<file path="src/rtl/mvu_rdc_arbiter_if.sv">
// Bundle of requester, RAM read-port and response signals around one MVU rdc arbiter.
// Handshake: a requester holds req_en (and may update req_addr) until req_grnt for it is high in the same cycle;
// the word comes back on rsp_valid/rsp_word exactly RD_LAT cycles later, with no backpressure on responses.
interface mvu_rdc_arbiter_if #(
    parameter int NREQ   = 4,
    parameter int ADDR_W = 15,
    parameter int DATA_W = 64
);
    logic [NREQ-1:0]        req_en;
    logic [NREQ*ADDR_W-1:0] req_addr;
    logic [NREQ-1:0]        prio_mask;
    logic                   stall;
    logic [NREQ-1:0]        req_grnt;
    logic                   mem_rd_en;
    logic [ADDR_W-1:0]      mem_rd_addr;
    logic [DATA_W-1:0]      mem_rd_word;
    logic [NREQ-1:0]        rsp_valid;
    logic [DATA_W-1:0]      rsp_word;
    logic                   busy;

    modport master (
        output req_en, req_addr, prio_mask, stall, mem_rd_word,
        input  req_grnt, mem_rd_en, mem_rd_addr, rsp_valid, rsp_word, busy
    );

    modport slave (
        input  req_en, req_addr, prio_mask, stall, mem_rd_word,
        output req_grnt, mem_rd_en, mem_rd_addr, rsp_valid, rsp_word, busy
    );
endinterface

</file>
<file path="src/rtl/mvu_rdc_arbiter.sv">
// Round-robin arbiter sharing one MVU data-RAM read port among NREQ requesters, with a
// RD_LAT-deep tag pipeline that steers each returned word back to the requester that issued it.
module mvu_rdc_arbiter #(
    parameter int NREQ   = 4,
    parameter int ADDR_W = 15,
    parameter int DATA_W = 64,
    parameter int RD_LAT = 2
) (
    input  logic             clk,
    input  logic             rst,
    mvu_rdc_arbiter_if.slave bus
);
    localparam int IDX_W = (NREQ > 1) ? $clog2(NREQ) : 1;

    logic [IDX_W-1:0] ptr_q, ptr_d;
    logic [NREQ-1:0]  prio_req;
    logic [NREQ-1:0]  cand;
    logic [IDX_W-1:0] win;
    logic [IDX_W-1:0] scan_idx;
    logic             found;
    logic             grant;
    int               scan_pos;

    logic [RD_LAT-1:0] tag_vld_q;
    logic [IDX_W-1:0]  tag_idx_q [RD_LAT];

    // High-priority class wins outright; round-robin scan starts at ptr and wraps below NREQ.
    always_comb begin
        prio_req = bus.req_en & bus.prio_mask;
        cand     = (|prio_req) ? prio_req : bus.req_en;
        win      = '0;
        found    = 1'b0;
        scan_pos = 0;
        scan_idx = '0;
        for (int k = 0; k < NREQ; k++) begin
            scan_pos = int'(ptr_q) + k;
            if (scan_pos >= NREQ) begin
                scan_pos = scan_pos - NREQ;
            end
            scan_idx = IDX_W'(scan_pos);
            if (!found && cand[scan_idx]) begin
                found = 1'b1;
                win   = scan_idx;
            end
        end
        grant = !rst && !bus.stall && found;
    end

    always_comb begin
        bus.req_grnt    = '0;
        bus.mem_rd_en   = grant;
        bus.mem_rd_addr = '0;
        ptr_d           = ptr_q;
        if (grant) begin
            bus.req_grnt    = NREQ'(1) << win;
            bus.mem_rd_addr = bus.req_addr[win*ADDR_W +: ADDR_W];
            ptr_d           = (win == IDX_W'(NREQ - 1)) ? '0 : win + 1'b1;
        end
    end

    // Response side is purely combinational off the last tag stage; the RAM word is passed straight through.
    always_comb begin
        bus.rsp_valid = '0;
        bus.rsp_word  = '0;
        bus.busy      = 1'b0;
        if (!rst) begin
            if (tag_vld_q[RD_LAT-1]) begin
                bus.rsp_valid = NREQ'(1) << tag_idx_q[RD_LAT-1];
            end
            bus.rsp_word = bus.mem_rd_word;
            bus.busy     = |tag_vld_q;
        end
    end

    always_ff @(posedge clk) begin
        if (rst) begin
            ptr_q     <= '0;
            tag_vld_q <= '0;
            for (int s = 0; s < RD_LAT; s++) begin
                tag_idx_q[s] <= '0;
            end
        end else begin
            ptr_q        <= ptr_d;
            tag_vld_q[0] <= grant;
            tag_idx_q[0] <= win;
            for (int s = 1; s < RD_LAT; s++) begin
                tag_vld_q[s] <= tag_vld_q[s-1];
                tag_idx_q[s] <= tag_idx_q[s-1];
            end
        end
    end
endmodule

</file>
<file path="src/flat_wrapper.sv">
// flat-port wrapper written by rule: the top's interface ports become plain ports
module mvu_rdc_arbiter_flat 
#(
    parameter int NREQ   = 4,
    parameter int ADDR_W = 15,
    parameter int DATA_W = 64,
    parameter int RD_LAT = 2
)
  (clk, rst, bus_req_en, bus_req_addr, bus_prio_mask, bus_stall, bus_mem_rd_word, bus_req_grnt, bus_mem_rd_en, bus_mem_rd_addr, bus_rsp_valid, bus_rsp_word, bus_busy);
  mvu_rdc_arbiter_if #(.NREQ(NREQ), .ADDR_W(ADDR_W), .DATA_W(DATA_W)) bus_i ();
  input  logic clk;
  input  logic rst;
  input wire logic [$bits(bus_i.req_en)-1:0] bus_req_en;
  input wire logic [$bits(bus_i.req_addr)-1:0] bus_req_addr;
  input wire logic [$bits(bus_i.prio_mask)-1:0] bus_prio_mask;
  input wire logic [$bits(bus_i.stall)-1:0] bus_stall;
  input wire logic [$bits(bus_i.mem_rd_word)-1:0] bus_mem_rd_word;
  output wire logic [$bits(bus_i.req_grnt)-1:0] bus_req_grnt;
  output wire logic [$bits(bus_i.mem_rd_en)-1:0] bus_mem_rd_en;
  output wire logic [$bits(bus_i.mem_rd_addr)-1:0] bus_mem_rd_addr;
  output wire logic [$bits(bus_i.rsp_valid)-1:0] bus_rsp_valid;
  output wire logic [$bits(bus_i.rsp_word)-1:0] bus_rsp_word;
  output wire logic [$bits(bus_i.busy)-1:0] bus_busy;
  assign bus_i.req_en = bus_req_en;
  assign bus_i.req_addr = bus_req_addr;
  assign bus_i.prio_mask = bus_prio_mask;
  assign bus_i.stall = bus_stall;
  assign bus_i.mem_rd_word = bus_mem_rd_word;
  assign bus_req_grnt = bus_i.req_grnt;
  assign bus_mem_rd_en = bus_i.mem_rd_en;
  assign bus_mem_rd_addr = bus_i.mem_rd_addr;
  assign bus_rsp_valid = bus_i.rsp_valid;
  assign bus_rsp_word = bus_i.rsp_word;
  assign bus_busy = bus_i.busy;
  mvu_rdc_arbiter #(.NREQ(NREQ), .ADDR_W(ADDR_W), .DATA_W(DATA_W), .RD_LAT(RD_LAT)) u_core (.clk(clk), .rst(rst), .bus(bus_i));
endmodule
</file>
<file path="config.mk">
export PLATFORM = sky130hd
export DESIGN_NAME = mvu_rdc_arbiter_flat
export DESIGN_NICKNAME = d
export VERILOG_FILES = /design/src/rtl/mvu_rdc_arbiter_if.sv /design/src/rtl/mvu_rdc_arbiter.sv /design/src/flat_wrapper.sv
export SDC_FILE = /design/constraint.sdc
export NUM_CORES = 1
export LEC_CHECK = 0
export CAP_MARGIN = 0
export CORE_ASPECT_RATIO = 1.1
export CORE_MARGIN = 2
export CORE_UTILIZATION = 22
export DETAILED_ROUTE_END_ITERATION = 8
export GPL_TIMING_DRIVEN = 1
export HOLD_SLACK_MARGIN = 0.02
export PLACE_DENSITY = 0.78
export SLEW_MARGIN = 0
export SYNTH_ARGS = -nofsm -noshare
export SYNTH_HDL_FRONTEND = slang
export SYNTH_SLANG_ARGS = --single-unit
</file>
<file path="constraint.sdc">
create_clock -name clk -period 2.7 [get_ports clk]
set_input_delay 0.54 -clock clk [delete_from_list [all_inputs] [get_ports clk]]
set_output_delay 0.54 -clock clk [all_outputs]
set_load 0.02 [all_outputs]
</file>
# Word-level counts from Yosys, hierarchy flattened
# Memories as Yosys holds them, arrays and structs flattened.
# Cells that the tools add are included.
word_totals:
  regBits: 4
  mem_bits_rw: 4
  output_inout_bits: 89
  mem_count: 1
mem_list:
  columns: ["name", "depth", "word_bits", "rd", "rd_clocked_by_memory_dff", "wr", "line", "rtl"]
  rows:
  - ["u_core.tag_idx_q", 2, 2, 2, 0, 2, "mvu_rdc_arbiter.sv:25", "logic [IDX_W-1:0] tag_idx_q [RD_LAT];"]
classes:
  n_addsub: 8
  multipliers: 1
  n_lt_le_gt_ge: 8
  n_eq_ne: 1
  shifts: 3
  muxes: 33
  n_bitwise: 3
  n_reduce_logical: 12
op_table:
  columns: ["op", "n"]
  rows:
  - ["64-bit 2-to-1 mux", 1]
  - ["60-bit by 7-bit variable part select with 15-bit output", 1]
  - ["2-bit 2-to-1 mux", 11]
  - ["4-bit 2-to-1 mux", 4]
  - ["15-bit 2-to-1 mux", 1]
  - ["2-bit by 3-bit less-than comparator with 1-bit output, second input constant", 4]
  - ["1-bit 2-to-1 mux", 12]
  - ["3-bit >= comparator, second input constant", 3]
  - ["1-bit binary-select mux with 2-bit select", 4]
  - ["1-bit by 2-bit left shift with 4-bit output, first input constant", 2]
  - ["2-bit by 1-bit subtractor with 2-bit output, second input constant", 4]
  - ["2-bit by 2-bit adder with 3-bit output, second input constant", 2]
  - ["2-bit by 4-bit multiplier with 6-bit output, second input constant", 1]
  - ["1-bit logical AND", 5]
  - ["1-bit zero test", 5]
  - ["4-bit AND", 1]
  - ["4-bit OR reduction", 1]
  - ["2-bit by 1-bit adder with 3-bit output, second input constant", 1]
  - ["2-bit by 3-bit >= comparator with 1-bit output, second input constant", 1]
  - ["2-bit by 1-bit adder with 2-bit output, second input constant", 1]
  - ["2-bit equality test, second input constant", 1]
  - ["1-bit OR", 2]
  - ["2-bit OR reduction", 1]

# Longest topological paths before layout
# Gate-level depths: netlist of the first run.
logic_depth:
  ltp_word: 18
  mapped_depth: 9
  ltp_nobuf: 8

# Least setup slack after synthesis of the first run
# No wires, ideal clock.
synth_path:
  path_kind: "input to output"
  startpoint: "input bus_req_en[2]"
  endpoint: "output bus_mem_rd_addr[13]"
  arrival_ns: 2.381
  slack_ns: -0.221
  cell_stages: 7
  cell_sequence: "buf_2 > a22oi_1 > o21ai_0 > a311oi_4 > nand2_2 > buf_6 > o22ai_1"
synth_lines:
  columns: ["item", "line", "rtl"]
  rows:
  - ["start: declaration", "flat_wrapper.sv:13", "input wire logic [$bits(bus_i.req_en)-1:0] bus_req_en;"]
  - ["4-bit AND", "mvu_rdc_arbiter.sv:29", "prio_req = bus.req_en & bus.prio_mask;"]
  - ["4-bit OR reduction", "mvu_rdc_arbiter.sv:30", "cand = (|prio_req) ? prio_req : bus.req_en;"]
  - ["4-bit 2-to-1 mux *", "mvu_rdc_arbiter.sv:30", null]
  - ["1-bit binary-select mux with 2-bit select", "mvu_rdc_arbiter.sv:41", "if (!found && cand[scan_idx]) begin"]
  - ["1-bit 2-to-1 mux (implied by the code)", "mvu_rdc_arbiter.sv:41", null]
  - ["1-bit 2-to-1 mux", "mvu_rdc_arbiter.sv:41", null]
  - ["1-bit zero test", "mvu_rdc_arbiter.sv:41", null]
  - ["1-bit logical AND", "mvu_rdc_arbiter.sv:41", null]
  - ["[2 not listed]", null, null]
  - ["1-bit logical AND", "mvu_rdc_arbiter.sv:41", null]
  - ["1-bit 2-to-1 mux", "mvu_rdc_arbiter.sv:41", null]
  - ["1-bit zero test", "mvu_rdc_arbiter.sv:41", null]
  - ["1-bit logical AND", "mvu_rdc_arbiter.sv:41", null]
  - ["1-bit 2-to-1 mux *", "mvu_rdc_arbiter.sv:41", null]
  - ["1-bit logical AND *", "mvu_rdc_arbiter.sv:46", "grant = !rst && !bus.stall && found;"]
  - ["via bus_mem_rd_en", "flat_wrapper.sv:19", "output wire logic [$bits(bus_i.mem_rd_en)-1:0] bus_mem_rd_en;"]
  - ["15-bit 2-to-1 mux *", "mvu_rdc_arbiter.sv:54", "if (grant) begin"]
  - ["end: declaration", "flat_wrapper.sv:20", "output wire logic [$bits(bus_i.mem_rd_addr)-1:0] bus_mem_rd_addr;"]
# The timed path passes the listed nets; every way through them passes the cells marked *. The select of a mux whose other input is x is not followed.

# Worst setup path after layout of the first run
layout_path:
  startpoint: "input bus_prio_mask[0]"
  endpoint: "output bus_mem_rd_addr[1]"
layout_via:
  elab_chain_len: 18
layout_lines:
  columns: ["item", "line", "rtl"]
  rows:
  - ["start: declaration", "flat_wrapper.sv:15", "input wire logic [$bits(bus_i.prio_mask)-1:0] bus_prio_mask;"]
  - ["4-bit AND *", "mvu_rdc_arbiter.sv:29", null]
  - ["4-bit OR reduction", "mvu_rdc_arbiter.sv:30", null]
  - ["4-bit 2-to-1 mux *", "mvu_rdc_arbiter.sv:30", null]
  - ["1-bit binary-select mux with 2-bit select", "mvu_rdc_arbiter.sv:41", null]
  - ["1-bit 2-to-1 mux (implied by the code)", "mvu_rdc_arbiter.sv:41", null]
  - ["1-bit 2-to-1 mux", "mvu_rdc_arbiter.sv:41", null]
  - ["1-bit zero test", "mvu_rdc_arbiter.sv:41", null]
  - ["1-bit logical AND", "mvu_rdc_arbiter.sv:41", null]
  - ["[2 not listed]", null, null]
  - ["1-bit logical AND", "mvu_rdc_arbiter.sv:41", null]
  - ["1-bit 2-to-1 mux", "mvu_rdc_arbiter.sv:41", null]
  - ["1-bit zero test", "mvu_rdc_arbiter.sv:41", null]
  - ["1-bit logical AND", "mvu_rdc_arbiter.sv:41", null]
  - ["2-bit 2-to-1 mux", "mvu_rdc_arbiter.sv:41", null]
  - ["2-bit by 4-bit multiplier with 6-bit output", "mvu_rdc_arbiter.sv:56", "bus.mem_rd_addr = bus.req_addr[win*ADDR_W +: ADDR_W];"]
  - ["60-bit by 7-bit variable part select with 15-bit output", "mvu_rdc_arbiter.sv:56", null]
  - ["15-bit 2-to-1 mux *", "mvu_rdc_arbiter.sv:54", null]
# Mark *: on every way between the ends. The rest lies on a longest branch, timed or not. The select of a mux whose other input is x is not followed.

==> results of run 1 <==
-- where the power goes --
group / switching [mW] / internal [mW] / leakage, nW
Combinational: 0.530 / 0.726 / 1.68
Sequential: 0.00671 / 0.131 / 0.0660
Clock: 0.0470 / 0.0966 / 0.0216
Total: 0.584 / 0.954 / 1.77
-- timing repair --
item,CTS,global route
setup buffers,4,3
gates cloned,4,1
endpoints found under the setup margin,20,20
gates resized for setup,225,15
pin swaps,19,7
-- worst paths after layout --
| path | from | end | cells past startpoint |
|---|---|---|---|
| worst min register to register | u_core.tag_idx_q[0][0] | u_core.tag_idx_q[0][2] | 1 |
| worst max-delay path | bus_prio_mask[0] | bus_mem_rd_addr[1] | 9 |
| worst max register to register | u_core.ptr_q[1] | u_core.tag_idx_q[0][1] | 11 |
| worst min-delay path | u_core.tag_idx_q[0][0] | u_core.tag_idx_q[0][2] | 1 |
-- cell type report --
| cell class | instances | share of cell area (%) |
|---|---|---|
| Tap cell | 85 | 2.21 |
| Clock buffer | 3 | 0.856 |
| Sequential cell | 8 | 3.32 |
| Multi-Input combinational cell | 171 | 37.9 |
| Timing Repair Buffer | 262 | 55.2 |
| Inverter | 5 | 0.545 |
-- worst reg2reg max path: cells and delay by family (launching register included) --
family | cells | cell delay, ps
DFF | 1 | 350
buffers and inverters | 6 | 720
AOI/OAI and AO/OA | 3 | 680
and+or+nand+nor | 2 | 180
-- registers in the layout (all words and copies together), names as in the netlist --
| signal | count |
|---|---|
| u_core.ptr_q | 2 |
| u_core.tag_idx_q | 4 |
| u_core.tag_vld_q | 2 |
-- cell families after synthesis --
logic type                 after synthesis  synth area share (%)
muxes                                   30                  19.2
AOI/OAI and AO/OA                       40                  22.9
adders and majority gates                4                  3.19
and+or+nand+nor                         97                  37.5
DFF                                      8                  10.2
buffers and inverters                   20                  7.02
-- synth_stat cells, drive strengths merged --
cell type,n,area share [%]
nor2b,67,27
mux2i,30,19
o22ai,15,10
nand2,9,2.5
buf,8,4.1
dfxtp,8,10
and2,7,2.8
clkbuf,7,1.7
nor2,7,1.7
inv,5,1.2
o21ai,5,1.6
a21oi,4,1.8
ha,4,3.2
a311oi,3,2.8
a22oi,2,0.96
a31oi,2,0.80
nor4bb,2,1.3
a2111oi,1,0.56
a21boi,1,0.48
a21o,1,0.48
a221o,1,0.64
a31o,1,0.56
and3,1,0.40
and4,1,0.56
and4b,1,0.64
nor4b,1,0.56
o211ai,1,0.80
o21a,1,0.48
o31ai,1,0.48
o32ai,1,0.56
or3,1,0.40
-- cell usage in the layout, fill, tap and decap left out, types with 2 or more instances in the layout --
cell / netlist / layout
nor2_1: 7 / 7
nand2_1: 7 / 6
o22ai_2: 10 / 2
buf_12: 0 / 4
buf_6: 3 / 24
nor2b_1: 67 / 67
o22ai_1: 5 / 2
mux2i_1: 30 / 6
buf_4: 3 / 28
dfxtp_1: 8 / 8
inv_1: 5 / 4
o21ai_0: 5 / 3
buf_2: 1 / 6
mux2i_4: 0 / 22
a21oi_2: 2 / 2
clkdlybuf4s50_1: 0 / 194
o22ai_4: 0 / 11
ha_4: 0 / 4
and2_4: 0 / 6
a22oi_2: 0 / 2
nor4bb_1: 2 / 2
nand2_2: 2 / 2
buf_16: 0 / 3
clkbuf_8: 0 / 3
mux2i_2: 0 / 2
-- layer usage --
metal  routed length [µm]  track usage, %  vias to the layer above
met1                 3010            20.8                     1152
met5                    0               0                        -
met3                  720            5.97                       14
li1                     -               -                     1204
met4                  144            4.89                        0
met2                 4760            40.7                      146
-- stage by stage --
stage	total power [mW]	cells	TNS, ps	setup WS [ps]	instance area (µm²)
2_1_floorplan	0.603	199	-27.4	-6.84	1690
3_3_place_gp	1.05	520	-20160	-1060	4170
3_5_place_dp	1.06	520	-21070	-1140	4170
4_1_cts	1.53	531	-2500	-163	4790
5_1_grt	1.62	534	-3900	-254	4820
6_report	1.54	534	-2950	-228	4820
==> impl_results.md, run 1 <==
* Outcome: finished, violations left
* Failing checks: setup timing
* Clk Tree Root Cell: clkbuf_8
* CTS tree: built
* Cells after Synth at between 150 and 200
* RSZ-0062 raised after global routing: true
* YS warnings at 0
* Crit path largest cell delay at 420 ps
* Hold bufs inserted after CTS at 0
* FF+latch area at ~160 µm²
* Detailed Routing Iterations Pass 1 at 4
* Post-DRT Antenna Nets at 0
* Syn_nets at 338
* Area of the multi-input gates at around 1800 µm²
* Slew @ Worst Pin at 388 ps
* WL/cell at 16.2 µm
* Critical Path Start Type: input pin
* Die width at around 84 µm
* Critical path type: input pin to primary output
* Number of port buffers at between 200 and 250
* Fmax achieved at 342 MHz
* WP data arrival at 2390 ps
* Final setup viols at 19
* Crit Path Max Fanout at 8
* CP endpoint kind: primary output
* Final min period at about 2900 ps
* Via density at 4.71
* Via Count at about 2500
* Ant. Diodes at 0
* Skew-Pair Late Insertion Delay at 230 ps
* Max_slew headroom at between 70% and 80%
* DRC violations left at 0
* Clock transition at path regs at 40 ps
* Cell Chain, Critical Path: buf_8 > and2_4 > a221o_1 > a21oi_2 > o211ai_2 > or3_4 > buf_12 > o22ai_1 > buf_4
* Congestion Overflow GR at 0
* Starting Density at between 20% and 30%
* Htree depth at 1
* NumNets Final at approximately 600
* I/O pin total at 224
* Final period util at 108%
* Clk_skew at around 6.3 ps
* 1st-iter DRT viols at 45
* Final WL at 8630 µm
* CP Buf/Inv Count at 3
* Area of the core at about 7000 µm²
* Largest delay contributor family on the critical path: compound AO/OA/AOI/OAI gates
* Initial antenna violation count at 0
* CTS Buf Count at 3
* CP max-delay cell: or3_4
* Fraction of layout cells with a size suffix above 1 at about 30%
* Placed wire-length estimate at 6210 µm
* Die area at approximately 8000 µm²
* Power Dens Cells at 319 nW/µm²
* R2R Setup Slk at 700 ps
* Number of global-route vias before repair at approximately 2600
* Hold Path Class: flop to flop
* Area Overhead vs Synth at 208%
* DIE HEIGHT at around 93 µm
* Largest net degree at the start of global routing at 32
* Layout filler cell count at 518
* Final Hold Fails at 0
* WP data required at 2160 ps
* Worst vdd rail ir drop at ~0.00024 V
* Routability cong. at about 0.86
* Leakage at between 1.5 and 2 nW
* Yosys reg bits at 8
* Synth cell types at 38
* Syn Area/Cell at between 7 and 8 µm²
* Register area share after synthesis at between 10% and 20%
* Final slew viol count at 0
* Min Hold Slack at between 400 and 500 ps
* Clock tree buffer depth at 2
* Cell Area, Synth at around 1600 µm²
* First-pass GRT wire length at 13000 µm
* Max-Cap Viols at 0
* Layout Utilization at between 60 and 70%
* Global Route Usage Sum at between 20% and 30%
* Num rows at 32
* Clk sink count at 8
* Setup WS post-layout at -228 ps
No activity file was read; power rests on OpenSTA's default activity.
==> inputs of run 2 (changes only) <==
--- a/config.mk
+++ b/config.mk
@@ -6,13 +6,15 @@
 export NUM_CORES = 1
 export LEC_CHECK = 0
 export CAP_MARGIN = 0
+export CELL_PAD_IN_SITES_DETAIL_PLACEMENT = 1
+export CELL_PAD_IN_SITES_GLOBAL_PLACEMENT = 2
 export CORE_ASPECT_RATIO = 1.1
 export CORE_MARGIN = 2
-export CORE_UTILIZATION = 22
+export CORE_UTILIZATION = 10
 export DETAILED_ROUTE_END_ITERATION = 8
 export GPL_TIMING_DRIVEN = 1
 export HOLD_SLACK_MARGIN = 0.02
-export PLACE_DENSITY = 0.78
+export PLACE_DENSITY_LB_ADDON = 0.1
 export SLEW_MARGIN = 0
 export SYNTH_ARGS = -nofsm -noshare
 export SYNTH_HDL_FRONTEND = slang
==> run 2 against run 1 <==
Compared with the run above: the run still ends with setup timing left; sequential power barely moved; critical path depth rose by 2; maximum frequency rose by 1.5%; largest cell class unchanged.
==> impl_results.md, run 2 (synthesized netlist as in run 1, its figures left out) <==
* Clk Tree Root Cell: clkbuf_16
* Number of global-route vias before repair at 2524 (-1.2%)
* Die area at 16700 µm² (+110%)
* CTS Buf Count at 3 (unchanged)
* Clock transition at path regs at 40 ps (about the same)
* Skew-Pair Late Insertion Delay at 230 ps (about the same)
* Initial antenna violation count at 1 (+1)
* Fraction of layout cells with a size suffix above 1 at 30.9% (+0.39 points)
* CTS tree: built
* Critical path type: input pin to primary output
* Commonest non-fill, non-tap cells in the layout: clkdlybuf4s50_1, nor2b_1, buf_4, mux2i_4, buf_6
* Congestion Overflow GR at 0 (unchanged)
* Power Dens Cells at 322 nW/µm² (+1.1%)
* DRC violations left at 0 (unchanged)
* Clk_skew at 0.293 ps (-5.97 ps)
* Max FFs per register at 4 (unchanged)
* Outcome: finished, violations left
* HP Start: u_core.tag_idx_q[0][0]
* Hold Crit Depth at 1 (unchanged)
* Num rows at 48 (+50%)
* First-pass GRT wire length at 13400 µm (+2.3%)
* CP max-delay cell: a2111oi_4
* Cell depth of the worst flop-to-flop path at 9 (-2)
* Largest delay contributor family on the critical path: compound AO/OA/AOI/OAI gates
* Failing checks: setup timing
* Largest Register: u_core.tag_idx_q
* NumNets Final at 594 (+0.68%)
* Fmax achieved at 347 MHz (+1.5%)
* WP data arrival at 2350 ps (-40 ps)
* Clk sink count at 8 (unchanged)
* Worst r2r dst: u_core.ptr_q[1]
* R2R Setup Slk at 760 ps (+60 ps)
* Final Hold Fails at 0 (unchanged)
* Final setup viols at 17 (-2)
* CP endpoint kind: primary output
* Worst Hold Endpoint: u_core.tag_idx_q[0][2]
* Htree depth at 1 (unchanged)
* Area of the core at 15500 µm² (+120%)
* Post-DRT Antenna Nets at 0 (unchanged)
* RSZ-0062 raised after global routing: true
* Layout Utilization at 32.2% (-37 points)
* Most common cell after layout, fill and taps aside: clkdlybuf4s50_1
* Cell Chain, Critical Path: buf_8 > and2_4 > a2111oi_4 > o32ai_4 > a21oi_4 > buf_6 > buf_12 > buf_12 > mux2i_4 > o22ai_4 > buf_6
* I/O pin total at 224 (unchanged)
* Crit path largest cell delay at 360 ps (-60 ps)
* Final slew viol count at 0 (unchanged)
* Hold Path Class: flop to flop
* Number of port buffers at 223 (unchanged)
* Global Route Usage Sum at 10.2% (-10 points)
* CP Buf/Inv Count at 5 (+2)
* WL/cell at 14.3 µm (-12%)
* Max_slew headroom at 76.6% (+2.7 points)
* Ant. Diodes at 0 (unchanged)
* FF-to-FF Start: u_core.ptr_q[1]
* Area Overhead vs Synth at 219%
* Crit Path Max Fanout at 7 (-1)
* Max-Cap Viols at 0 (unchanged)
* Worst vdd rail ir drop at 0.000132 V (-46%)
* Leakage at 1.80 nW (+2.1%)
* Clock tree buffer depth at 2 (unchanged)
* Min Hold Slack at 431 ps (-9.49 ps)
* Detailed Routing Iterations Pass 1 at 3 (-1)
* Via density at 3.79 (-20%)
* Starting Density at 10.1% (-12 points)
* Die width at 123 µm (+46%)
* WP data required at 2160 ps (about the same)
* Largest net degree at the start of global routing at 75 (+130%)
* Final min period at 2890 ps (-42.0 ps)
* Top Registers: u_core.tag_idx_q: 4 flops, u_core.ptr_q: 2 flops, u_core.tag_vld_q: 2 flops
* Final period util at 107% (-1.6 points)
* Placed wire-length estimate at 7510 µm (+21%)
* Via Count at 2474 (-1.7%)
* DIE HEIGHT at 135 µm (+46%)
* Routability cong. at 0.774 (-9.5%)
* Slew @ Worst Pin at 350 ps (-38.2 ps)
* Final WL at 9330 µm (+8.1%)
* 1st-iter DRT viols at 41 (-8.9%)
* Critical Path Start Type: input pin
* Setup WS post-layout at -186 ps (+42.0 ps)
## run 2: changes by cell type in the layout (fill, tap and decap cells not counted), sizes merged
cell and delta:
clkbuf -1, buf +5
## run 2: worst reg2reg max path, cell delays in order, from the launching register on
cell	delay [ps]
dfxtp_1	340
nor2_1	110
a2111oi_4	400
o32ai_4	150
a21oi_4	170
buf_6	160
buf_16	150
ha_4	200
nand2_1	80
o31ai_1	70
## run 2: worst max-delay path by stage
stage                     slack, ps             start  cells after the start                  end
after floorplan                  -7     bus_req_en[0]                      7   bus_mem_rd_addr[0]
after global placement        -1130     bus_req_en[3]                     10   bus_mem_rd_addr[4]
after detailed placement      -1140     bus_req_en[2]                     10   bus_mem_rd_addr[6]
after CTS                      -220  bus_prio_mask[0]                     11  bus_mem_rd_addr[13]
after global routing           -250  bus_prio_mask[0]                     11  bus_mem_rd_addr[13]
final                          -190  bus_prio_mask[0]                     11  bus_mem_rd_addr[13]
## run 2: power breakdown
part,internal [mW],switching [mW],total [mW]
logic,0.712,0.513,1.22
clock network,0.191,0.0556,0.246
registers,0.132,0.00674,0.138
## run 2: layout make-up
type	instances	area (µm²)
multi-input combinational	171	1810
timing repair buffer	266	2680
inverter	5	18.8
tap	200	250
clock buffer	3	75.1
fill	1772	10500
sequential	8	160
## run 2: repair_timing
item | 4_1_cts | 5_1_grt
setup endpoints to repair | 20 | 20
resized for setup | 213 | 15
gates cloned | 4 | 0
hold buffers | 0 | 0
pin swaps | 19 | 2
buffers inserted | 5 | 1
## run 2: metal layers
| metal | wire (µm) | global-route usage (%) | vias to the layer above |
|---|---|---|---|
| met1 | 3300 | 10.8 | 1100 |
| met3 | 1200 | 4.08 | 2 |
| met5 | 13 | 0 | - |
| met4 | 0 | 0.568 | 2 |
| met2 | 4820 | 19.6 | 153 |
| li1 | - | - | 1217 |
## run 2: stage by stage
stage / TNS [ps] / setup slack, ps / instance area (µm²) / total power, mW / instances
2_1_floorplan: -27.4 / -6.84 / 1690 / 0.603 / 199
3_3_place_gp: -21350 / -1130 / 4360 / 1.08 / 640
3_5_place_dp: -21790 / -1140 / 4360 / 1.09 / 640
4_1_cts: -3000 / -218 / 4930 / 1.62 / 652
5_1_grt: -3730 / -253 / 4990 / 1.71 / 653
6_report: -2500 / -186 / 4990 / 1.61 / 653
